==> src/rtl/seller_pkg.sv <==
// ----------------------------------------------------------------------------
// seller_pkg
// Shared definitions for the seller vending-machine controller:
//   - state_t    : transaction FSM state encoding
//   - HALF_VAL   : credit value of the 0.5-unit coin key (in half-units)
//   - ONE_VAL    : credit value of the 1-unit coin key (in half-units)
//   - coin_sum() : half-unit value of the coin pulses seen in one cycle (0..3)
// ----------------------------------------------------------------------------
package seller_pkg;

    typedef enum logic [1:0] {
        IDLE    = 2'd0,
        COLLECT = 2'd1,
        VEND    = 2'd2,
        REFUND  = 2'd3
    } state_t;

    localparam int HALF_VAL = 1;
    localparam int ONE_VAL  = 2;

    // Both keys may pulse in the same cycle; their values simply add.
    function automatic logic [1:0] coin_sum(input logic half, input logic one);
        logic [1:0] s;
        s = 2'd0;
        if (half) s = s + 2'(HALF_VAL);
        if (one)  s = s + 2'(ONE_VAL);
        return s;
    endfunction

endpackage

==> src/rtl/seller_change_gen.sv <==
// ----------------------------------------------------------------------------
// seller_change_gen
// Emits a paced train of half-unit change pulses. A start strobe loads the
// number of pulses; the first pulse is visible in the cycle right after the
// strobe edge, each further pulse GAP cycles after the previous one.
//
// Ports:
//   clk         in   system clock
//   rst         in   asynchronous active-high reset
//   start       in   load strobe (load_val must be non-zero)
//   load_val    in   number of half-unit pulses to emit
//   change_half out  registered 1-cycle pulse per half-unit
//   done        out  high during the last pulse of the train
// ----------------------------------------------------------------------------
module seller_change_gen #(
    parameter int CREDIT_W = 4,
    parameter int GAP      = 4
) (
    input  logic                clk,
    input  logic                rst,
    input  logic                start,
    input  logic [CREDIT_W-1:0] load_val,
    output logic                change_half,
    output logic                done
);

    localparam int GAP_W = (GAP > 2) ? $clog2(GAP) : 1;

    // Pulses still owed after the one currently on change_half.
    logic [CREDIT_W-1:0] remain;
    logic [GAP_W-1:0]    gap_cnt;

    // NOTE: all state here uses non-blocking assignments so every register
    // samples the pre-edge values; blocking assignments would create
    // order-dependent simulation and mismatch synthesis.
    always_ff @(posedge clk or posedge rst) begin
        if (rst) begin
            remain      <= '0;
            gap_cnt     <= '0;
            change_half <= 1'b0;
        end else if (start) begin
            change_half <= 1'b1;
            remain      <= load_val - CREDIT_W'(1);
            gap_cnt     <= GAP_W'(GAP - 1);
        end else if (remain != '0) begin
            if (gap_cnt == '0) begin
                change_half <= 1'b1;
                remain      <= remain - CREDIT_W'(1);
                gap_cnt     <= GAP_W'(GAP - 1);
            end else begin
                change_half <= 1'b0;
                gap_cnt     <= gap_cnt - GAP_W'(1);
            end
        end else begin
            change_half <= 1'b0;
        end
    end

    // The owner can leave its refund state on the edge that ends this pulse.
    assign done = change_half && (remain == '0);

endmodule

==> src/rtl/seller_ctrl.sv <==
// ----------------------------------------------------------------------------
// seller_ctrl
// Vending-machine transaction controller. Accumulates coin credit from the
// debounced key pulses, issues a one-cycle vend pulse once PRICE is reached,
// and returns change / refunds as GAP-spaced half-unit pulses.
//
// Optional feature: define SELLER_TIMEOUT_EN to auto-refund after TIMEOUT
// coin-free cycles in COLLECT. Without it COLLECT waits indefinitely.
//
// Ports:
//   clk            in   system clock
//   rst            in   asynchronous active-high reset
//   coin_half_flag in   1-cycle pulse, +1 half-unit
//   coin_one_flag  in   1-cycle pulse, +2 half-units
//   cancel_flag    in   1-cycle pulse, abort and refund
//   goods          out  1-cycle vend pulse
//   change_half    out  1-cycle pulse per half-unit returned
//   coin_reject    out  1-cycle pulse: coin arrived while busy
//   credit         out  current accumulated credit (half-units)
//   busy           out  high while in VEND or REFUND
// ----------------------------------------------------------------------------
module seller_ctrl
    import seller_pkg::*;
#(
    parameter int PRICE    = 5,
    parameter int CREDIT_W = 4,
    parameter int GAP      = 4,
    parameter int TIMEOUT  = 1000
) (
    input  logic                clk,
    input  logic                rst,
    input  logic                coin_half_flag,
    input  logic                coin_one_flag,
    input  logic                cancel_flag,
    output logic                goods,
    output logic                change_half,
    output logic                coin_reject,
    output logic [CREDIT_W-1:0] credit,
    output logic                busy
);

    localparam logic [CREDIT_W:0] PRICE_EXT = (CREDIT_W+1)'(PRICE);

    state_t              state;
    logic [CREDIT_W-1:0] chg_cnt;

    logic [1:0]          sum;
    logic [CREDIT_W:0]   next_credit;   // one extra bit: credit+3 may pass 2^CREDIT_W-1
    logic                vend_now;
    logic                refund_now;
    logic                start;
    logic [CREDIT_W-1:0] load_val;
    logic                coin_any;
    logic                timeout_hit;
    logic                done;

    // NOTE: every signal gets a default at the top of always_comb so no path
    // leaves it unassigned, which would otherwise infer a latch.
    always_comb begin
        sum         = coin_sum(coin_half_flag, coin_one_flag);
        next_credit = {1'b0, credit} + (CREDIT_W+1)'(sum);
        coin_any    = coin_half_flag | coin_one_flag;
        vend_now    = 1'b0;
        refund_now  = 1'b0;
        if (state == IDLE || state == COLLECT) begin
            vend_now = (next_credit >= PRICE_EXT);
        end
        // Same-cycle coins reaching PRICE win over cancel/timeout.
        if (state == COLLECT && !vend_now) begin
            refund_now = cancel_flag | timeout_hit;
        end
        start    = refund_now | ((state == VEND) && (chg_cnt != '0));
        load_val = (state == VEND) ? chg_cnt : next_credit[CREDIT_W-1:0];
    end

`ifdef SELLER_TIMEOUT_EN
    localparam int TMO_W = $clog2(TIMEOUT + 1);
    logic [TMO_W-1:0] tmo_cnt;

    // Counts coin-free COLLECT cycles; the TIMEOUT-th one triggers the refund.
    always_ff @(posedge clk or posedge rst) begin
        if (rst) begin
            tmo_cnt <= '0;
        end else if (state != COLLECT || coin_any || timeout_hit) begin
            tmo_cnt <= '0;
        end else begin
            tmo_cnt <= tmo_cnt + TMO_W'(1);
        end
    end

    assign timeout_hit = (state == COLLECT) && !coin_any &&
                         (tmo_cnt == TMO_W'(TIMEOUT - 1));
`else
    assign timeout_hit = 1'b0;
`endif

    always_ff @(posedge clk or posedge rst) begin
        if (rst) begin
            state       <= IDLE;
            credit      <= '0;
            chg_cnt     <= '0;
            goods       <= 1'b0;
            coin_reject <= 1'b0;
        end else begin
            goods       <= 1'b0;
            coin_reject <= 1'b0;
            case (state)
                IDLE, COLLECT: begin
                    if (vend_now) begin
                        state   <= VEND;
                        goods   <= 1'b1;
                        credit  <= '0;
                        chg_cnt <= CREDIT_W'(next_credit - PRICE_EXT);
                    end else if (refund_now) begin
                        state   <= REFUND;
                        credit  <= '0;
                        chg_cnt <= next_credit[CREDIT_W-1:0];
                    end else if (sum != 2'd0) begin
                        state   <= COLLECT;
                        credit  <= next_credit[CREDIT_W-1:0];
                    end
                end
                VEND: begin
                    coin_reject <= coin_any;
                    state       <= (chg_cnt != '0) ? REFUND : IDLE;
                end
                REFUND: begin
                    coin_reject <= coin_any;
                    if (change_half) chg_cnt <= chg_cnt - CREDIT_W'(1);
                    if (done) state <= IDLE;
                end
                default: state <= IDLE;
            endcase
        end
    end

    assign busy = (state == VEND) || (state == REFUND);

    seller_change_gen #(
        .CREDIT_W (CREDIT_W),
        .GAP      (GAP)
    ) u_change_gen (
        .clk         (clk),
        .rst         (rst),
        .start       (start),
        .load_val    (load_val),
        .change_half (change_half),
        .done        (done)
    );

endmodule

==> config.mk <==
export PLATFORM = sky130hd
export DESIGN_NAME = seller_ctrl
export DESIGN_NICKNAME = d
export VERILOG_FILES = /design/src/rtl/seller_pkg.sv /design/src/rtl/seller_change_gen.sv /design/src/rtl/seller_ctrl.sv
export SDC_FILE = /design/constraint.sdc
export NUM_CORES = 1
export LEC_CHECK = 0
export BUFFER_PORTS_ARGS = -buffer_cell sky130_fd_sc_hd__buf_2
export CAP_MARGIN = 10
export CORE_ASPECT_RATIO = 1.1
export CORE_MARGIN = 2
export CORE_UTILIZATION = 43
export CTS_CLUSTER_SIZE = 28
export DETAILED_ROUTE_END_ITERATION = 10
export HOLD_SLACK_MARGIN = 0.08
export PLACE_DENSITY_LB_ADDON = 0.05
export SETUP_SLACK_MARGIN = 0.3
export SYNTH_ARGS = -nofsm -noshare
export SYNTH_HDL_FRONTEND = slang
export SYNTH_SLANG_ARGS = --single-unit
==> constraint.sdc <==
create_clock -name clk -period 10 [get_ports clk]
set_input_delay 0.5 -clock clk [delete_from_list [all_inputs] [get_ports clk]]
set_output_delay 0.5 -clock clk [all_outputs]
set_load 0.1 [all_outputs]
==> impl_results.md, run 1 <==
- Dominant synthesized flop cell: dfrtp_1
- Clock-pin slew on the worst setup and hold paths: 110 ps
- Crit path max-delay family: adder cells
- Net Count, Synth: 174
- Pin count of the biggest net entering global routing: 21
- First-pass DRT Iterations: 6
- Critical path startpoint: credit[0]$_DFFE_PP0P_
- Placed cell count: 196
- Initial antenna violation count: 0
- Core ar.: 3048 um2
- HPWL after DPL: 2.283 mm
- Max Slew Vio Count: 0
- Crit-path most repeated cell: ha_1
- Number of global-route vias before repair: 1074
- Crit path DAT: 3890 ps
- Clock root buffer master: clkbuf_4
- Flops & latches, synth: 19
- HP Class: in -> async
- Max_cap viols: 0
- Synth Cell Area: 1378 um2
- DIE WIDTH: 57.97 um
- TritonCTS clock tree: done
- Area growth, synth to finish: 4.905%
- Share of layout cells above drive strength 1: 0.1205
- Crit path required time: 10240 ps
- Layout Nets: 181
- Synth Area in Adders: 0.08719
- Sink Count: 19
- Vias: 1150
- Critical path type: reg -> reg
- Worst Tran Pin Value: 746.1 ps
- I/O pin cnt: 13
- Rows: 21
- Skew final: 5.043 ps
- Filler cells: 293
- Avg WL per Cell: 15.32 um
- Most frequent cells after synthesis: dfrtp_1 (19), nand2_1 (19), nor2_1 (13)
- Total Routed Length: 3.063 mm
- Hold Worst Slack: 297.2 ps
- Largest stage delay on the critical path: 640 ps
- XOR/XNOR Fraction of Synth Area: 0.04450
- CTS buffer count: 3
- Slowest cell on crit path: fa_1
- Post-Synth Simple-Gate Area: 0.2007
- Congestion Overflow GR: 0
- Clock Latency Late Sink: 310 ps
- Starting density of the core: 0.4520
- Post-synth EDFFs: 0
- Cts repair resizes: 0
- Worst setup SP type: flip-flop
- CP bufs+invs: 1
- Yosys cell types: 43
- Final setup fails: 0
- Min Tclk post-route: 3652 ps
- Reg2reg start: credit[0]$_DFFE_PP0P_
- Sequential area share after synthesis: 0.3451
- Max Clock Freq: 273.9 MHz
- IO buf count: 12
- Postcts setup bufs: 0
- Final GP Congestion: 0.8993
- Area leader, netlist: dfrtp_1
- DRC Markers: 0
- Vias per cell: 5.750
- Share of the synthesized area in the top cell type: 0.3451
- Synth Area in Compound Gates: 0.2234
- Mux contribution to synthesized area: 0.02180
- Setup TNS: 0 ps
- Critical-path cell list: ha_1 > fa_1 > inv_1 > ha_1 > nor4_1 > o32a_1 > a31oi_4 > a211o_1 > o21ai_0 > ha_1 > nand2_1 > nor3_1 > a21oi_1 > mux2i_1
- Hold buffers post-CTS: 0
- Clk buf depth: 2
- H-tree depth: 1
- Setup ws final: 6348 ps
- Crit Path Max Fanout: 10
- Post-Place Setup Slack: 6168 ps
- 1st-iter DRT viols: 47
- RSZ-0062 raised after global routing: no
- Diode count: 0
- CP endpoint kind: flip-flop
- Synth area leaders: dfrtp_1 (35%), ha_1 (7.3%), nand2_1 (5.2%)
- Hold Vio Cnt, Final: 0
- Main combinational cell family by area after synthesis: compound AO/OA/AOI/OAI gates
- Period utilization: 0.3652
- GRT Overall Usage: 0.1806
- Layout Cells excl Fill: 200
- Die area: 3673 um2
- Syn Area/Cell: 8.610 um2
- Global-route wire length before repair: 5.140 mm
- Post-route ant nets: 0
- Async SR Flop Fraction: 1.000
- Max transition margin: 0.5020
- Gate count of the mapped netlist: 160
- Die Ht: 63.37 um
- Status: complete, no violations
- Synth Warn #: 0
==> logic make-up (layout without fill, tap and decap cells) <==
| kind of cell | Yosys count | count (layout) |
|---|---|---|
| simple gates | 57 | 57 |
| compound gates | 43 | 43 |
| xor+xnor | 7 | 7 |
| buf+inv | 22 | 28 |
| fa+ha+maj | 9 | 9 |
| mux | 3 | 3 |
| flops | 19 | 19 |
==> worst register-to-register path: stages, from the launching register on <==
cell and delay [ps]:
dfrtp_1 430, ha_1 230, fa_1 640, inv_1 100, ha_1 220, nor4_1 240
o32a_1 440, a31oi_4 240, a211o_1 350, o21ai_0 80, ha_1 220, nand2_1 80
nor3_1 130, a21oi_1 60, mux2i_1 120
==> metrics by stage <==
step / instance area [um2] / util
2_1_floorplan: 1378 / -
3_3_place_gp: 1419 / 0.4655
3_5_place_dp: 1419 / 0.4655
4_1_cts: 1445 / 0.4741
5_1_grt: 1445 / 0.4741
6_report: 1445 / 0.4741
==> state kept, by name, summed over array words and instances (netlist names) <==
| signal | count |
|---|---|
| credit | 4 |
| u_change_gen.gap_cnt | 2 |
| goods | 1 |
| coin_reject | 1 |
| u_change_gen.remain | 4 |
| chg_cnt | 4 |
| u_change_gen.change_half | 1 |
| state | 2 |
==> final timing paths <==
path,end,slack [ps],depth (start not counted)
max reg2reg,u_change_gen.remain[2]$_DFFE_PP0P_,6350,14
max in group asynchronous,state[1]$_DFFE_PP0P_,9230,2
min in group clk,u_change_gen.gap_cnt[1]$_DFFE_PP0P_,540,2
min reg2reg,u_change_gen.gap_cnt[1]$_DFFE_PP0P_,540,2
min,u_change_gen.gap_cnt[0]$_DFFE_PP0P_,300,2
max,u_change_gen.remain[2]$_DFFE_PP0P_,6350,14
==> cell usage in the layout, fill, tap and decap left out, types with 3 or more instances in the layout <==
master	n
a21oi_1	8
a31oi_1	4
buf_2	12
clkbuf_4	3
dfrtp_1	19
ha_1	8
inv_1	12
mux2i_1	3
nand2_1	19
nand3_1	7
nor2_1	13
nor3_1	6
o21ai_0	12
xnor2_1	4
xor2_1	3
==> area by class of cell <==
| class | count | area, um2 | share of cell area |
|---|---|---|---|
| clock buffer | 4 | 26.28 | 0.01818 |
| timing repair buffer | 12 | 60.06 | 0.04156 |
| inverter | 12 | 45.04 | 0.03117 |
| tap | 34 | 42.54 | 0.02944 |
| sequential | 19 | 475.5 | 0.3290 |
| multi-input combinational | 119 | 795.8 | 0.5506 |
==> routing by layer <==
layer,GRT usage,vias to the layer above,routed length [um]
li1,-,574,-
met1,0.2494,544,1456
met2,0.2770,25,1448
met3,0.02259,7,97
met4,0.08430,0,62
met5,0,-,0
Power of run 1 is left out: the tool's default activity adds up to more than one toggle a clock period on the data nets, which glitch-free logic cannot reach.
==> run 2, diff against run 1 <==
- ABC_AREA: not set -> 1
- clock period: 10 -> 3.1 ns (I/O delays scaled with it)
==> run 2 against run 1 <==
Global-route usage shrank 0.57 points. First-iteration DRC count shrank 15%. Critical path type unchanged. Clock skew grew 4.5 ps. Count of clock-buffer cells in the layout is the same. Via count grew 4.4%. Cell count grew 14%. Register-to-register slack lost 6100 ps. Flip-flop and latch count is the same. Synthesized area shrank 1.6%. Sequential share of layout area shrank 4.8 points.
==> impl_results.md, run 2 <==
- Rows: 21 (unchanged)
- HPWL after DPL: 2.185 mm (-4.3%)
- Worst Tran Pin Value: 751.0 ps (+4.836 ps)
- Total Routed Length: 3.202 mm (+4.5%)
- Most frequent cells after synthesis: nand2_1 (31), dfrtp_1 (19), inv_1 (19)
- Clock Latency Late Sink: 310 ps (about the same)
- Synth Cell Area: 1355 um2 (-1.6%)
- Gate count of the mapped netlist: 164 (+2.5%)
- Dominant synthesized flop cell: dfrtp_1
- H-tree depth: 1 (unchanged)
- DIE WIDTH: 57.53 um (-0.76%)
- Layout Nets: 208 (+15%)
- Design Area, Final: 1710 um2 (+18%)
- Clock-pin slew on the worst setup and hold paths: 120 ps (about the same)
- Period utilization: 0.9058 (+0.5407)
- Flops & latches, synth: 19 (unchanged)
- Slowest cell on crit path: fa_2
- Max transition margin: 0.4988 (-0.003227)
- Vias: 1201 (+4.4%)
- First-pass DRT Iterations: 4 (-2)
- Clk buf depth: 2 (unchanged)
- Net Count, Synth: 178 (+2.3%)
- I/O pin cnt: 13 (unchanged)
- Yosys cell types: 34 (-21%)
- Crit path DAT: 3030 ps (-860 ps)
- CP endpoint kind: flip-flop
- Largest registers: chg_cnt: 4 flops, credit: 4 flops, u_change_gen.remain: 4 flops
- Critical-path cell list: ha_4 > fa_2 > inv_2 > ha_4 > nand3b_1 > a21oi_4 > buf_6 > nand2_4 > nand2_4 > inv_4 > o21ai_0 > nand2_1 > a22oi_1
- TritonCTS clock tree: done
- 1st-iter DRT viols: 40 (-15%)
- Skew final: 9.576 ps (+4.533 ps)
- RSZ-0062 raised after global routing: yes
- Starting density of the core: 0.4484 (-0.003523)
- Syn Area/Cell: 8.263 um2 (-4.0%)
- Max_cap viols: 0 (unchanged)
- Status: complete, no violations
- Area growth, synth to finish: 26.22%
- DRC Markers: 0 (unchanged)
- Crit path required time: 3320 ps (-6920 ps)
- Vias per cell: 5.291 (-8.0%)
- Most common cell in the netlist: nand2_1
- Area leader, netlist: dfrtp_1
- Register area: 480.5 um2 (+1.1%)
- Min Tclk post-route: 2808 ps (-843.5 ps)
- Hold Vio Cnt, Final: 0 (unchanged)
- Max Slew Vio Count: 0 (unchanged)
- Pin count of the biggest net entering global routing: 20 (-4.8%)
- Critical path type: reg -> reg
- Post-synth EDFFs: 0 (unchanged)
- Setup TNS: 0 ps (unchanged)
- Die Ht: 62.88 um (-0.77%)
- Filler cells: 274 (-6.5%)
- Final setup fails: 0 (unchanged)
- HP Class: in -> reg
- Diode count: 0 (unchanged)
- Multi-input logic area: 893.4 um2 (+12%)
- Avg WL per Cell: 14.11 um (-7.9%)
- Global-route wire length before repair: 4.947 mm (-3.8%)
- Dpl cell area: 1470 um2 (+3.6%)
- Initial antenna violation count: 0 (unchanged)
- Sink Count: 19 (unchanged)
- Max Clock Freq: 356.1 MHz (+30%)
- Share of the synthesized area in the top cell type: 0.3509 (+0.005736)
- Commonest non-fill, non-tap cell in the layout: nand2_1
- Synth Warn #: 0 (unchanged)
- CTS buffer count: 3 (unchanged)
- Async SR Flop Fraction: 1.000 (unchanged)
- Sequential area share after synthesis: 0.3509 (+0.005736)
- IO buf count: 12 (unchanged)
- Congestion Overflow GR: 0 (unchanged)
- Core ar.: 3022 um2 (-0.86%)
- Worst setup SP type: flip-flop
- Share of layout cells above drive strength 1: 0.3627 (+0.2422)
- Number of global-route vias before repair: 1118 (+4.1%)
- Leading cell types in the layout, fill and taps excluded: nand2_1 (27), inv_1 (18), dfrtp_1 (17)
- Final GP Congestion: 0.8212 (-8.7%)
- Largest stage delay on the critical path: 560 ps (-80 ps)
- Post-route ant nets: 0 (unchanged)
- Clock root buffer master: clkbuf_4
- Crit Path Max Fanout: 6 (-4)
- Synth area leaders: dfrtp_1 (35%), nand2_1 (8.6%), ha_1 (7.4%)
- Hold Worst Slack: 219.3 ps (-77.89 ps)
- Die area: 3617 um2 (-1.5%)
- GRT Overall Usage: 0.1749 (-0.005704)
==> run 2: layout make-up <==
class | instances | area share
clock buffer | 4 | 0.01536
sequential | 19 | 0.2809
inverter | 24 | 0.05413
timing repair buffer | 26 | 0.1024
tap | 34 | 0.02487
multi-input combinational | 120 | 0.5223
==> run 2: final timing paths <==
path	startpoint	to	slack, ps	cells past startpoint
setup / recovery	credit[0]$_DFFE_PP0P_	chg_cnt[3]$_DFFE_PP0P_	290	13
max in group asynchronous	rst	credit[0]$_DFFE_PP0P_	2040	3
setup reg to reg	credit[0]$_DFFE_PP0P_	chg_cnt[3]$_DFFE_PP0P_	290	13
hold reg to reg	u_change_gen.remain[3]$_DFFE_PP0P_	u_change_gen.remain[3]$_DFFE_PP0P_	520	2
hold / removal	coin_half_flag	coin_reject$_DFF_PP0_	220	3
min in group asynchronous	rst	goods$_DFF_PP0_	510	3
==> run 2: cell families after synthesis <==
logic type | Yosys count | synth area share
AO/OA/AOI/OAI | 32 | 0.1616
XOR/XNOR | 4 | 0.02586
adder cells (fa/ha/maj) | 9 | 0.08865
buffers and inverters | 25 | 0.07202
flip-flops | 19 | 0.3509
AND/OR/NAND/NOR | 75 | 0.3010
==> run 2: metrics by stage <==
stage,util,setup WS [ps],cells
2_1_floorplan,-,256.6,164
6_report,0.5660,291.9,227
3_3_place_gp,0.4865,371.3,209
4_1_cts,0.5085,283.8,218
3_5_place_dp,0.4865,268.1,209
5_1_grt,0.5660,179.8,227
==> run 2: critical path: cells and delay by family (launching register included) <==
family                   cells  cell delay (ps)
adder cells (fa/ha/maj)      3              880
AO/OA/AOI/OAI                3              650
flip-flops                   1              510
buffers and inverters        3              240
AND/OR/NAND/NOR              4              450
==> run 2: metal layers <==
| metal | share of wire | global-route usage |
|---|---|---|
| met2 | 0.51 | 0.2940 |
| met4 | 0.018 | 0.06105 |
| met3 | 0.025 | 0.03106 |
| met1 | 0.45 | 0.2214 |
| met5 | 0 | 0 |
==> run 2: repair_timing <==
action,4_1_cts,5_1_grt
buffers inserted,4,9
pin swaps,1,16
resized for setup,0,25
hold buffers,1,0
setup endpoints to repair,2,13
hold endpoints to repair,19,0
Power of run 2 is left out for the same reason.
